--- config.mk ---
export PLATFORM = sky130hd
export DESIGN_NAME = layer_sequencer_flat
export DESIGN_NICKNAME = d
export VERILOG_FILES = /design/src/rtl/layer_sequencer_if.sv /design/src/rtl/layer_sequencer.sv /design/src/flat_wrapper.sv
export SDC_FILE = /design/constraint.sdc
export NUM_CORES = 2
export LEC_CHECK = 0
export BUFFER_PORTS_ARGS = -buffer_cell sky130_fd_sc_hd__buf_2
export CORE_MARGIN = 2
export CORE_UTILIZATION = 40
export CTS_CLUSTER_DIAMETER = 40
export DETAILED_ROUTE_END_ITERATION = 8
export GPL_TIMING_DRIVEN = 0
export PLACE_DENSITY = 0.58
export REMOVE_ABC_BUFFERS = 1
export SKIP_LAST_GASP = 1
export SYNTH_ARGS = -nofsm -noshare
export SYNTH_HDL_FRONTEND = slang
export SYNTH_SLANG_ARGS = --single-unit
--- constraint.sdc ---
create_clock -name clk -period 5.4 [get_ports clk]
set_clock_uncertainty 0.2 [all_clocks]
set_input_delay 0.81 -clock clk [delete_from_list [all_inputs] [get_ports clk]]
set_output_delay 0.81 -clock clk [all_outputs]
set_load 0.005 [all_outputs]
--- src/rtl/layer_sequencer_if.sv ---
// layer_sequencer_if: bundles the sequencer's stream, neuron-array and status signals
//   enable/s_valid/s_data/s_ready          : input vector stream and start permission
//   nrn_rst/nrn_in_valid/nrn_in_data       : reset and input broadcast to the neuron array
//   nrn_out_valid/nrn_out_data             : per-neuron activation pulses and words
//   m_valid/m_data/m_last/m_ready          : output activation stream
//   busy/err                               : sequencer status
//   master = sequencer side, slave = surrounding adapters / neuron array
interface layer_sequencer_if #(
  parameter int DATA_W = 16,
  parameter int OUT_W = 16,
  parameter int NUM_NEURON = 30
);
  logic enable, s_valid, s_ready, nrn_rst, nrn_in_valid, m_valid, m_last, m_ready, busy, err;
  logic [DATA_W-1:0] s_data, nrn_in_data;
  logic [NUM_NEURON-1:0] nrn_out_valid;
  logic [NUM_NEURON*OUT_W-1:0] nrn_out_data;
  logic [OUT_W-1:0] m_data;
  modport master (
    input enable, s_valid, s_data, nrn_out_valid, nrn_out_data, m_ready,
    output s_ready, nrn_rst, nrn_in_valid, nrn_in_data, m_valid, m_data, m_last, busy, err
  );
  modport slave (
    output enable, s_valid, s_data, nrn_out_valid, nrn_out_data, m_ready,
    input s_ready, nrn_rst, nrn_in_valid, nrn_in_data, m_valid, m_data, m_last, busy, err
  );
endinterface

--- src/rtl/layer_sequencer.sv ---
// layer_sequencer: buffers an input vector, bursts it to a neuron array, collects and streams activations
//   clk : clock
//   rst : synchronous reset, active-low
//   bus : layer_sequencer_if.master
//         in  enable, s_valid, s_data, nrn_out_valid, nrn_out_data, m_ready
//         out s_ready, nrn_rst, nrn_in_valid, nrn_in_data, m_valid, m_data, m_last, busy, err
module layer_sequencer #(
  parameter int NUM_IN = 128,
  parameter int NUM_NEURON = 30,
  parameter int DATA_W = 16,
  parameter int OUT_W = 16,
  parameter int TIMEOUT = 512
) (
  input logic clk,
  input logic rst,
  layer_sequencer_if.master bus
);
  localparam int PW = $clog2(NUM_IN + 1);
  localparam int IW = NUM_IN > 1 ? $clog2(NUM_IN) : 1;
  localparam int RW = $clog2(NUM_NEURON + 1);
  localparam int NW = NUM_NEURON > 1 ? $clog2(NUM_NEURON) : 1;
  localparam int TW = $clog2(TIMEOUT + 1);
  typedef enum logic [2:0] {S_IDLE, S_LOAD, S_STREAM, S_WAIT, S_DRAIN} state_t;
  state_t r_state;
  logic r_s_ready, r_nrn_rst, r_rst_hold, r_in_valid, r_m_valid, r_m_last, r_busy, r_err;
  logic [DATA_W-1:0] r_in_data;
  logic [OUT_W-1:0] r_m_data;
  logic [PW-1:0] r_wr_ptr, r_st_ptr;
  logic [RW-1:0] r_rd_ptr;
  logic [TW-1:0] r_timer;
  logic [NUM_NEURON-1:0] r_done;
  logic [DATA_W-1:0] r_in_buf [NUM_IN];
  logic [OUT_W-1:0] r_out_buf [NUM_NEURON];
  logic [NUM_NEURON-1:0] w_done;
  logic w_all, w_to, w_s_hs;
  logic [RW-1:0] w_rd_nx;
  logic [DATA_W-1:0] w_first;
  logic [OUT_W-1:0] w_buf_n [NUM_NEURON];
  // w_buf_n is the out_buf image after this WAIT cycle: fresh pulses captured,
  // and on timeout every still-missing neuron forced to zero
  always_comb begin
    w_done = r_done | bus.nrn_out_valid;
    w_all = &w_done;
    w_to = r_timer == TW'(TIMEOUT - 1);
    w_s_hs = bus.s_valid && r_s_ready;
    w_rd_nx = r_rd_ptr + RW'(1);
    // with a single-entry vector, word 0 is being written on the same edge STREAM starts
    w_first = r_wr_ptr == '0 ? bus.s_data : r_in_buf[0];
    for (int i = 0; i < NUM_NEURON; i++)
      w_buf_n[i] = bus.nrn_out_valid[i] && !r_done[i] ? bus.nrn_out_data[i*OUT_W +: OUT_W] :
                   w_to && !w_done[i] ? '0 : r_out_buf[i];
  end
  always_ff @(posedge clk) begin
    if (!rst) begin
      r_state <= S_IDLE;
      r_s_ready <= 1'b0;
      r_in_valid <= 1'b0;
      r_m_valid <= 1'b0;
      r_m_last <= 1'b0;
      r_busy <= 1'b0;
      r_err <= 1'b0;
      r_in_data <= '0;
      r_m_data <= '0;
      r_wr_ptr <= '0;
      r_st_ptr <= '0;
      r_rd_ptr <= '0;
      r_timer <= '0;
      r_done <= '0;
      r_nrn_rst <= 1'b1;
      r_rst_hold <= 1'b1;
    end else begin
      // r_rst_hold stretches the neuron reset one cycle past rst release
      r_rst_hold <= 1'b0;
      r_nrn_rst <= r_rst_hold;
      case (r_state)
        S_IDLE: if (bus.enable && !r_nrn_rst) begin
          r_state <= S_LOAD;
          r_s_ready <= 1'b1;
          r_busy <= 1'b1;
        end
        S_LOAD: if (w_s_hs) begin
          r_in_buf[r_wr_ptr[IW-1:0]] <= bus.s_data;
          r_wr_ptr <= r_wr_ptr + PW'(1);
          if (r_wr_ptr == PW'(NUM_IN - 1)) begin
            r_state <= S_STREAM;
            r_s_ready <= 1'b0;
            r_in_valid <= 1'b1;
            r_in_data <= w_first;
            r_st_ptr <= PW'(1);
          end
        end
        S_STREAM: if (r_st_ptr == PW'(NUM_IN)) begin
          r_state <= S_WAIT;
          r_in_valid <= 1'b0;
          r_timer <= '0;
        end else begin
          r_in_data <= r_in_buf[r_st_ptr[IW-1:0]];
          r_st_ptr <= r_st_ptr + PW'(1);
        end
        S_WAIT: begin
          r_out_buf <= w_buf_n;
          r_done <= w_done;
          r_timer <= r_timer + TW'(1);
          if (w_all || w_to) begin
            r_state <= S_DRAIN;
            r_m_valid <= 1'b1;
            r_m_data <= w_buf_n[0];
            r_m_last <= NUM_NEURON == 1;
            r_rd_ptr <= '0;
            if (!w_all) begin
              r_err <= 1'b1;
              r_nrn_rst <= 1'b1;
            end
          end
        end
        S_DRAIN: if (bus.m_ready) begin
          if (r_m_last) begin
            r_state <= bus.enable ? S_LOAD : S_IDLE;
            r_s_ready <= bus.enable;
            r_busy <= bus.enable;
            r_m_valid <= 1'b0;
            r_m_last <= 1'b0;
            r_done <= '0;
            r_wr_ptr <= '0;
            r_st_ptr <= '0;
            r_rd_ptr <= '0;
            r_timer <= '0;
          end else begin
            r_rd_ptr <= w_rd_nx;
            r_m_data <= r_out_buf[w_rd_nx[NW-1:0]];
            r_m_last <= w_rd_nx == RW'(NUM_NEURON - 1);
          end
        end
        default: r_state <= S_IDLE;
      endcase
    end
  end
  assign bus.s_ready = r_s_ready;
  assign bus.nrn_rst = r_nrn_rst;
  assign bus.nrn_in_valid = r_in_valid;
  assign bus.nrn_in_data = r_in_data;
  assign bus.m_valid = r_m_valid;
  assign bus.m_data = r_m_data;
  assign bus.m_last = r_m_last;
  assign bus.busy = r_busy;
  assign bus.err = r_err;
endmodule

--- src/flat_wrapper.sv ---
// flat-port wrapper written by rule: the top's interface ports become plain ports
module layer_sequencer_flat 
#(
  parameter int NUM_IN = 128,
  parameter int NUM_NEURON = 30,
  parameter int DATA_W = 16,
  parameter int OUT_W = 16,
  parameter int TIMEOUT = 512
)
  (clk, rst, bus_enable, bus_s_valid, bus_s_data, bus_nrn_out_valid, bus_nrn_out_data, bus_m_ready, bus_s_ready, bus_nrn_rst, bus_nrn_in_valid, bus_nrn_in_data, bus_m_valid, bus_m_data, bus_m_last, bus_busy, bus_err);
  layer_sequencer_if #(.DATA_W(DATA_W), .OUT_W(OUT_W), .NUM_NEURON(NUM_NEURON)) bus_i ();
  input logic clk;
  input logic rst;
  input wire logic [$bits(bus_i.enable)-1:0] bus_enable;
  input wire logic [$bits(bus_i.s_valid)-1:0] bus_s_valid;
  input wire logic [$bits(bus_i.s_data)-1:0] bus_s_data;
  input wire logic [$bits(bus_i.nrn_out_valid)-1:0] bus_nrn_out_valid;
  input wire logic [$bits(bus_i.nrn_out_data)-1:0] bus_nrn_out_data;
  input wire logic [$bits(bus_i.m_ready)-1:0] bus_m_ready;
  output wire logic [$bits(bus_i.s_ready)-1:0] bus_s_ready;
  output wire logic [$bits(bus_i.nrn_rst)-1:0] bus_nrn_rst;
  output wire logic [$bits(bus_i.nrn_in_valid)-1:0] bus_nrn_in_valid;
  output wire logic [$bits(bus_i.nrn_in_data)-1:0] bus_nrn_in_data;
  output wire logic [$bits(bus_i.m_valid)-1:0] bus_m_valid;
  output wire logic [$bits(bus_i.m_data)-1:0] bus_m_data;
  output wire logic [$bits(bus_i.m_last)-1:0] bus_m_last;
  output wire logic [$bits(bus_i.busy)-1:0] bus_busy;
  output wire logic [$bits(bus_i.err)-1:0] bus_err;
  assign bus_i.enable = bus_enable;
  assign bus_i.s_valid = bus_s_valid;
  assign bus_i.s_data = bus_s_data;
  assign bus_i.nrn_out_valid = bus_nrn_out_valid;
  assign bus_i.nrn_out_data = bus_nrn_out_data;
  assign bus_i.m_ready = bus_m_ready;
  assign bus_s_ready = bus_i.s_ready;
  assign bus_nrn_rst = bus_i.nrn_rst;
  assign bus_nrn_in_valid = bus_i.nrn_in_valid;
  assign bus_nrn_in_data = bus_i.nrn_in_data;
  assign bus_m_valid = bus_i.m_valid;
  assign bus_m_data = bus_i.m_data;
  assign bus_m_last = bus_i.m_last;
  assign bus_busy = bus_i.busy;
  assign bus_err = bus_i.err;
  layer_sequencer #(.NUM_IN(NUM_IN), .NUM_NEURON(NUM_NEURON), .DATA_W(DATA_W), .OUT_W(OUT_W), .TIMEOUT(TIMEOUT)) u_core (.clk(clk), .rst(rst), .bus(bus_i));
endmodule
==> summary.txt <==
Layout
  • Multi-input logic area: 0.0261 mm²
  • Fillcell total: ~21,000
  • Most common cell after layout, fill and taps aside: edfxtp_1
  • Final core occ: between 50% and 60%
  • Area Growth Syn to Fin: 28.0%
  • Layout cells sized above 1: 30.7%
  • Sequential cell area: 0.0782 mm²
  • Commonest non-fill, non-tap cells in the layout: 2,528 x edfxtp_1, 554 x buf_2, 545 x mux4_2
  • Nets: 7,582

Setup path
  • Worst Path Arrival: 5.45 ns
  • Worst setup EP type: register
  • Max FO, Critical Path: 37
  • Crit path required time: 6.09 ns
  • WS Path Type: reg -> reg
  • Element type at the critical path start: register

Timing
  • Setup TNS: 0 ns
  • Final setup viols: 0
  • Peak Freq: 0.210 GHz
  • Relative slew slack: 4.74%
  • Final Max Slew Viols: 0
  • Final WS setup: between 0.6 and 0.7 ns
  • Fin crit share: 88.1%
  • Tightest Pin Transition: between 1 and 1.5 ns
  • Fin. Hold Viols: 0
  • RSZ-0062 raised after global routing: false
  • Period minus WS final: 4.76 ns

Clock tree
  • Clock Pin Slew Worst Setup and Hold Paths: 0.06 ns
  • Clock sink count: roughly 2,600
  • CTS Buffer Depth: 4
  • CTS tree: done
  • Root Buffer: clkbuf_16
  • TritonCTS Buffers: 392
  • H-tree depth: 5
  • Worst skew pair latency: 0.99 ns

Logic synthesis
  • Leading area contributor after synthesis: edfxtp_1
  • Async set-reset flop share out of synthesis: 0%
  • Syn. warnings: 0
  • #FFs+latches synth: 2,639
  • Synth area leaders: edfxtp_1 72%, mux4_2 12%, and2_1 2.8%, mux2i_1 2.3%, dfxtp_1 2.1%
  • Yosys cell types: 70
  • Mapped Area: approximately 0.11 mm²
  • Syn_area_per_cell: between 15 and 20 µm²
  • Post-Syn Instances: 5,645
  • Post-synth top area share: 72.1%
  • EDFF count, synth: 2,528
  • Seq/Total Area, Yosys: about three quarters
  • Prevailing post-synth register cell: edfxtp_1

Place
  • Hpwl dp: 217,000 µm
  • Setup WS pre-CTS: -0.244 ns
  • # port buffers: between 500 and 600
  • GPL Wtd Cong: a little over 0.9

Route
  • First-pass DRT Iterations: 7
  • DR vias: 62,100
  • Vias per cell: 5.67
  • Wirelength, routed: 326,000 µm
  • DR WL/cell: 29.7 µm
  • Antenna-violating nets left: 0
  • Iter 0 DRT Violations: 6,936
  • Drt drc: 0

Hold path
  • Hold crit path type: in -> reg

GRT
  • First-pass GRT wire length: 457,000 µm
  • Initial antenna violation count: 72
  • Number of global-route vias before repair: 62,700
  • Grt ovf: 0
  • Largest net degree at the start of global routing: between 100 and 150
  • GRT Total Usage: 23.9%

Power
  • LEAKAGE: 43.8 nW
  • VDD IR max: 0.000301 V
  • Power Density: around 370 mW/mm²

Floorplanning
  • DIE AREA: 0.267 mm²
  • Die H: approximately 520 µm
  • # IOs: between 500 and 600
  • Starting Density: 40.2%
  • Core area: 0.262 mm²
  • Floorplan row count: 188
  • Die X: 517 µm

Run
  • Max cap viols: 0

Run status
  • Status: finished, final reports clean
worst max-delay path: stages (launching register included):
cell and delay, ns:
dfxtp_4 0.57, buf_16 0.32, buf_16 0.32, buf_16 0.29, buf_16 0.30, mux4_2 0.28, nor3_1 0.05, or4_1 0.72
nor4_1 0.75, nand4_1 0.49, o21ai_1 0.25
report_power, final:
| part | internal, mW | switching [mW] |
|---|---|---|
| logic | 1.06 | 1.09 |
| clock network | 16.3 | 9.59 |
| registers | 22.4 | 0.0138 |
| total | 39.7 | 10.7 |
state kept, by name (all words and copies together), names as in the netlist, named ones only:
| name | flops |
|---|---|
| u_core.bus.s_ready | 1 |
| u_core.bus.m_last | 1 |
| u_core.r_timer | 10 |
| u_core.r_wr_ptr | 8 |
| u_core.r_rd_ptr | 5 |
| u_core.bus.nrn_in_data | 16 |
| u_core.r_done | 30 |
| u_core.bus.m_data | 16 |
| u_core.r_state | 3 |
| u_core.r_rst_hold | 1 |
| u_core.bus.err | 1 |
| u_core.r_in_buf | 2048 |
| u_core.r_st_ptr | 8 |
| u_core.bus.busy | 1 |
| u_core.r_out_buf | 480 |
| u_core.bus.nrn_rst | 1 |
| u_core.bus.nrn_in_valid | 1 |
| u_core.bus.m_valid | 1 |
path summary, 6_finish.rpt:
check / start / endpoint / slack (ns) / depth (start not counted)
max: register / u_core.bus.nrn_in_data[5]$_SDFFE_PN0P_ / 0.64 / 10
min: bus_s_data[9] / u_core.r_in_buf[116][9]$_DFFE_PP_ / 0.08 / 1
max reg2reg: register / u_core.bus.nrn_in_data[5]$_SDFFE_PN0P_ / 0.64 / 10
min reg2reg: u_core.r_rst_hold$_DFF_P_ / u_core.bus.nrn_rst$_SDFF_PN1_ / 0.24 / 1
layout make-up:
type	count	area share (%)
sequential	2639	58.0
multi-input combinational	2643	19.4
timing repair buffer	1338	9.22
clock buffer	432	7.54
tap	3515	3.26
clock inverter	280	2.41
antenna	71	0.132
inverter	30	0.0835
metal layers:
metal | share of wire [%] | vias up | track usage [%]
met5 | 0.016 | - | 0
met4 | 5.2 | 8 | 11.8
met3 | 9.3 | 686 | 5.63
met2 | 47 | 3376 | 38.0
met1 | 38 | 32200 | 30.8
li1 | - | 25900 | -
cells by family after synthesis:
logic type	Yosys count	share of synthesized area [%]
AO/OA/AOI/OAI	521	3.20
XOR/XNOR	22	0.183
adder cells (fa/ha/maj)	7	0.0832
buffers and inverters	363	1.61
flip-flops	2639	74.2
multiplexers	803	14.1
AND/OR/NAND/NOR	1290	6.57
what timing repair did:
item,4_1_cts,5_1_grt
hold buffers,507,0
resized for setup,0,0
hold endpoints to repair,531,0
setup buffers,0,0
Yosys cell counts, types with 30 or more instances:
cell / instances
o221ai_1: 35
inv_1: 30
nor4_1: 54
and2_1: 470
nand2_1: 50
nor3_1: 199
buf_1: 30
nor2_1: 304
buf_4: 30
a21oi_1: 78
edfxtp_1: 2528
mux4_2: 545
clkbuf_1: 191
buf_2: 65
nand3_1: 86
o22ai_1: 129
mux2i_1: 242
o21ai_0: 101
a22oi_1: 36
dfxtp_1: 111
nor2b_1: 40
through the flow:
stage                     cell area, µm²  power (mW)  cells  hold WS, ns
after floorplan                   104000        24.8   5312        0.206
after global placement            111000        25.6   9396        0.214
after detailed placement          116000        24.6   9656        0.218
after CTS                         135000        50.7  10900      0.00367
after global routing              135000        51.7  10900       0.0308
final                             135000        50.4  10900       0.0820
No activity file was read; power rests on OpenSTA's default activity.
